==> config.mk <==
export PLATFORM = sky130hd
export DESIGN_NAME = bcd_display_ctrl
export DESIGN_NICKNAME = d
export VERILOG_FILES = /design/src/rtl/bcd_display_ctrl.sv
export SDC_FILE = /design/constraint.sdc
export NUM_CORES = 1
export LEC_CHECK = 0
export CORE_MARGIN = 8
export CORE_UTILIZATION = 30
export CTS_BUF_LIST = sky130_fd_sc_hd__clkbuf_8 sky130_fd_sc_hd__clkbuf_16
export CTS_CLUSTER_SIZE = 10
export DETAILED_ROUTE_END_ITERATION = 16
export PLACE_DENSITY = 0.54
export SYNTH_ARGS = -nofsm -noshare
export SYNTH_HDL_FRONTEND = slang
export SYNTH_SLANG_ARGS = --single-unit
==> constraint.sdc <==
create_clock -name clk -period 5.9 [get_ports clk]
set_input_delay 1.475 -clock clk [delete_from_list [all_inputs] [get_ports clk]]
set_output_delay 1.475 -clock clk [all_outputs]
set_load 0.01 [all_outputs]
==> src/rtl/bcd_display_ctrl.sv <==
// Three-digit seven-segment controller: binary-to-BCD conversion by iterative
// double-dabble (one bit per clock) plus a prescaled, time-multiplexed digit scan.
module bcd_display_ctrl #(
    parameter int SCAN_DIV      = 50000,
    parameter bit BLANK_LEADING = 1'b1
) (
    input  logic       clk,
    input  logic       rst_n,
    input  logic       load,
    input  logic [7:0] value,
    output logic       busy,
    output logic       done,
    output logic [3:0] hundreds,
    output logic [3:0] tens,
    output logic [3:0] ones,
    output logic [2:0] an,
    output logic [6:0] seg
);

    localparam int PW = $clog2(SCAN_DIV);

    typedef enum logic [1:0] {
        IDLE,
        CONVERT,
        UPDATE
    } state_t;

    state_t      state_reg, state_next;
    logic [7:0]  shift_reg, shift_next;
    logic [2:0]  cnt_reg, cnt_next;
    logic [11:0] bcd_reg, bcd_next;
    logic [11:0] bcd_adj;
    logic [3:0]  hundreds_reg, tens_reg, ones_reg;
    logic        done_reg;
    logic [PW-1:0] presc_reg;
    logic [1:0]  scan_idx_reg;

    // Add-3 correction on every scratch nibble before the shift.
    genvar gi;
    generate
        for (gi = 0; gi < 3; gi++) begin : g_add3
            assign bcd_adj[gi*4 +: 4] = (bcd_reg[gi*4 +: 4] >= 4'd5)
                                        ? bcd_reg[gi*4 +: 4] + 4'd3
                                        : bcd_reg[gi*4 +: 4];
        end
    endgenerate

    always_comb begin
        state_next = state_reg;
        shift_next = shift_reg;
        cnt_next   = cnt_reg;
        bcd_next   = bcd_reg;
        case (state_reg)
            IDLE: begin
                if (load) begin
                    shift_next = value;
                    bcd_next   = 12'd0;
                    cnt_next   = 3'd7;
                    state_next = CONVERT;
                end
            end
            CONVERT: begin
                bcd_next = (bcd_adj << 1) | {11'd0, shift_reg[cnt_reg]};
                if (cnt_reg == 3'd0) begin
                    state_next = UPDATE;
                end else begin
                    cnt_next = cnt_reg - 3'd1;
                end
            end
            UPDATE: begin
                state_next = IDLE;
            end
            default: begin
                state_next = IDLE;
            end
        endcase
    end

    always_ff @(posedge clk or negedge rst_n) begin
        if (!rst_n) begin
            state_reg    <= IDLE;
            shift_reg    <= 8'd0;
            cnt_reg      <= 3'd0;
            bcd_reg      <= 12'd0;
            hundreds_reg <= 4'd0;
            tens_reg     <= 4'd0;
            ones_reg     <= 4'd0;
            done_reg     <= 1'b0;
        end else begin
            state_reg <= state_next;
            shift_reg <= shift_next;
            cnt_reg   <= cnt_next;
            bcd_reg   <= bcd_next;
            done_reg  <= (state_reg == UPDATE);
            if (state_reg == UPDATE) begin
                hundreds_reg <= bcd_reg[11:8];
                tens_reg     <= bcd_reg[7:4];
                ones_reg     <= bcd_reg[3:0];
            end
        end
    end

    // Scan timing runs free of the FSM so a commit never disturbs the hold.
    always_ff @(posedge clk or negedge rst_n) begin
        if (!rst_n) begin
            presc_reg    <= '0;
            scan_idx_reg <= 2'd0;
        end else if (presc_reg == PW'(SCAN_DIV - 1)) begin
            presc_reg    <= '0;
            scan_idx_reg <= (scan_idx_reg == 2'd2) ? 2'd0 : scan_idx_reg + 2'd1;
        end else begin
            presc_reg <= presc_reg + 1'b1;
        end
    end

    generate
        for (gi = 0; gi < 3; gi++) begin : g_an
            assign an[gi] = (scan_idx_reg != 2'(gi));
        end
    endgenerate

    logic [3:0] digit_sel;
    logic       blank;

    always_comb begin
        digit_sel = ones_reg;
        blank     = 1'b0;
        case (scan_idx_reg)
            2'd1: begin
                digit_sel = tens_reg;
                blank     = BLANK_LEADING && (hundreds_reg == 4'd0) && (tens_reg == 4'd0);
            end
            2'd2: begin
                digit_sel = hundreds_reg;
                blank     = BLANK_LEADING && (hundreds_reg == 4'd0);
            end
            default: begin
                digit_sel = ones_reg;
                blank     = 1'b0;
            end
        endcase
    end

    // Active-low segment decode, order {g,f,e,d,c,b,a}.
    always_comb begin
        seg = 7'h7F;
        if (!blank) begin
            case (digit_sel)
                4'd0:    seg = 7'h40;
                4'd1:    seg = 7'h79;
                4'd2:    seg = 7'h24;
                4'd3:    seg = 7'h30;
                4'd4:    seg = 7'h19;
                4'd5:    seg = 7'h12;
                4'd6:    seg = 7'h02;
                4'd7:    seg = 7'h78;
                4'd8:    seg = 7'h00;
                4'd9:    seg = 7'h10;
                default: seg = 7'h7F;
            endcase
        end
    end

    assign busy     = (state_reg != IDLE);
    assign done     = done_reg;
    assign hundreds = hundreds_reg;
    assign tens     = tens_reg;
    assign ones     = ones_reg;

endmodule
==> flow_summary_export.csv <==
group,metric,value,unit
cts,cts_buffer_depth,2,
job,drv_cap,0,
grt,grt_use_met2,0.156,
drt,num_vias,2128,
drt,via_per_inst,4.83,
setup_path,crit_type,"reg2out",
placement,gp_congestion,0.784,
grt,grt_max_degree,57,
setup_path,critPathMaxFanout,11,
timing,holdWs,496,ps
floorplan,die_y,116,µm
synthesis,yosys_most_used_dff,"dfrtp_1",
synthesis,synth_edf_count,0,
cts,clk_latency,310,ps
grt,grt_pass1_vias,2158,
power_and_ir_drop,leakagePower,1.53,nW
synthesis,async_flop_share,1.00,
drt,wirelength,6.06,mm
grt,antenna_found_initial,0,
setup_path,critPathLaunchType,"register",
hold_path,hp-class,"reg2reg",
synthesis,synth_cells,272,
power_and_ir_drop,ir_worst_vdd,0.196,mV
cts,cts.root.buffer_cell,"clkbuf_8",
cts,cts_resized,0,
synthesis,ys_ff_latch,56,
timing,setup_viol,0,
power_and_ir_drop,powerDensity,412,nW/µm²
run_status,outcome,"finished clean",
placement,io_buffers,34,
grt,track_usage,0.0959,
timing,finalCriticalPeriod,4420,ps
floorplan,start_util,0.307,
setup_path,end_kind,"primary output",
setup_path,required,4430,ps
timing,finalClockSkew,13.2,ps
final_layout,finalNetCount,335,
synthesis,mappedNetlistNets,300,
grt,grt_pass1_wl,10.3,mm
cts,cts_sinks,56,
final_layout,antenna_cells,0,
cts,ctsHoldBuffers,0,
drt,drtIter0Drc,150,
timing,grt_setup_unrepaired,"no",
setup_path,worst_ep_arrival_time,2940,ps
cts,cts_setup_buffers,0,
grt,top_usage_layer,"met2",
synthesis,synth.distinct_cells,44,
timing,slew-limit-headroom,0.502,
final_layout,largest_reg_flops,16,
timing,hold_violations,0,
drt,ant_nets,0,
timing,clock.fmax,0.226,GHz
grt,grtUsageMet1,0.123,
cts,cts_tree,"done",
synthesis,netlist_area,2970,µm²
floorplan,die_area,13400,µm²
timing,slew_viol_final,0,
cts,cts_buffers,5,
drt,drt_pass1_iterations,4,
final_layout,drive_gt1_frac,0.140,
synthesis,syn_area_per_cell,10.9,µm²
floorplan,pin_count,35,
drt,wl_per_cell,13.7,µm
floorplan,fp.dieW,116,µm
floorplan,core,9680,µm²
placement,dpl.hpwl,4.38,mm
floorplan,rows,36,
grt,use_met3,0.0198,
cts,clk_transition_reported_paths,90,ps
drt,drc,0,
grt,gr-total-overflow,0,
final_layout,syn2layout_area_growth,19.3,%
cts,htreeDepth,2,
synthesis,ys_seq_area_frac,0.471,
timing,finalSetupTns,0,ps
timing,worst_pin_slew,747,ps
timing,min_period_over_period,0.749,
synthesis,yosysWarnings,0,
-- layout make-up --
| type | instances | area [µm²] |
|---|---|---|
| Fill cell | 970 | 6140 |
| Multi-Input combinational cell | 188 | 1460 |
| Sequential cell | 56 | 1400 |
| Timing Repair Buffer | 37 | 358 |
| Tap cell | 133 | 166 |
| Inverter | 19 | 71.3 |
| Clock buffer | 5 | 68.8 |
| Clock inverter | 3 | 20.0 |
-- path summary, 6_finish.rpt --
check | from | to | slack (ps) | cells past startpoint
worst max register to register | presc_reg[11] | scan_idx_reg[1] | 3800 | 3
min in group asynchronous | rst_n | done | 1300 | 2
worst min-delay path | presc_reg[0] | presc_reg[0] | 500 | 1
max in group asynchronous | rst_n | presc_reg[2] | 4130 | 2
worst max-delay path | scan_idx_reg[0] | seg[1] | 1480 | 9
worst min register to register | presc_reg[0] | presc_reg[0] | 500 | 1
-- cells in the final DEF, fill, tap and decap left out, drive strengths merged, types with 2 or more instances in the layout --
master / count
a211oi: 2
a21o: 3
a21oi: 13
a22oi: 4
a32o: 3
and2: 2
and3: 4
buf: 4
clkbuf: 5
clkdlybuf4s50: 33
dfrtp: 56
ha: 17
inv: 20
mux2: 23
mux2i: 3
mux4: 2
nand2: 13
nand2b: 4
nand3: 8
nand4: 6
nand4b: 2
nor2: 15
nor2b: 3
nor3: 3
nor3b: 2
nor4: 6
o21ai: 8
o22ai: 6
o2bb2ai: 2
o31ai: 4
or2: 4
or4: 2
xnor2: 10
xor2: 8
-- power breakdown --
group	total [W]	leakage, nW	internal (W)	switching, W
Combinational	0.000652	0.769	0.000355	0.000298
Clock	0.000207	0.0455	0.0000831	0.000124
Sequential	0.000603	0.718	0.000494	0.000109
-- layer usage --
metal | up-vias | part of all wire
li1 | 1047 | -
met1 | 1031 | 0.51
met2 | 45 | 0.42
met3 | 5 | 0.057
met4 | 0 | 0.011
met5 | - | 0
-- critical path, stage by stage (launching register included) --
cell and delay [ps]:
dfrtp_1 400, inv_1 90, ha_1 490, nor2_1 90, a21oi_1 310, inv_1 120, ha_1 320, and2_1 130
o21ai_0 140, clkdlybuf4s50_1 560
-- synthesized netlist by cell type, drive strengths merged (4+ instances only) --
cell type,number,area [µm²]
dfrtp,56,1400
mux2,23,259
inv,19,71.3
ha,17,213
nor2,15,56.3
a21oi,13,68.8
nand2,13,48.8
xnor2,10,87.6
nand3,8,40.0
o21ai,8,40.0
xor2,8,70.1
nand4,6,37.5
nor4,6,52.6
o22ai,6,37.5
clkbuf,5,18.8
a22oi,4,30.0
and3,4,25.0
buf,4,26.3
nand2b,4,25.0
o31ai,4,30.0
or2,4,25.0
-- metrics by stage --
stage | utilization | cell area (µm²) | instances | worst slack [ps] | power (W)
final | 0.366 | 3550 | 441 | 1480 | 0.00146
after global routing | 0.366 | 3550 | 441 | 1260 | 0.00159
after CTS | 0.366 | 3550 | 441 | 1480 | 0.00149
after detailed placement | 0.357 | 3460 | 433 | 1820 | 0.00127
after global placement | 0.357 | 3460 | 433 | 1880 | 0.00126
after floorplan | - | 2970 | 272 | 2420 | 0.00103
-- logic make-up after synthesis --
logic type | share of synthesized area
AOI/OAI and AO/OA | 0.112
xor gates and xnor gates | 0.0530
adders and majority gates | 0.0715
buffers and inverters | 0.0391
DFF | 0.471
muxes | 0.112
and+or+nand+nor | 0.140
No activity file was read; power rests on OpenSTA's default activity.
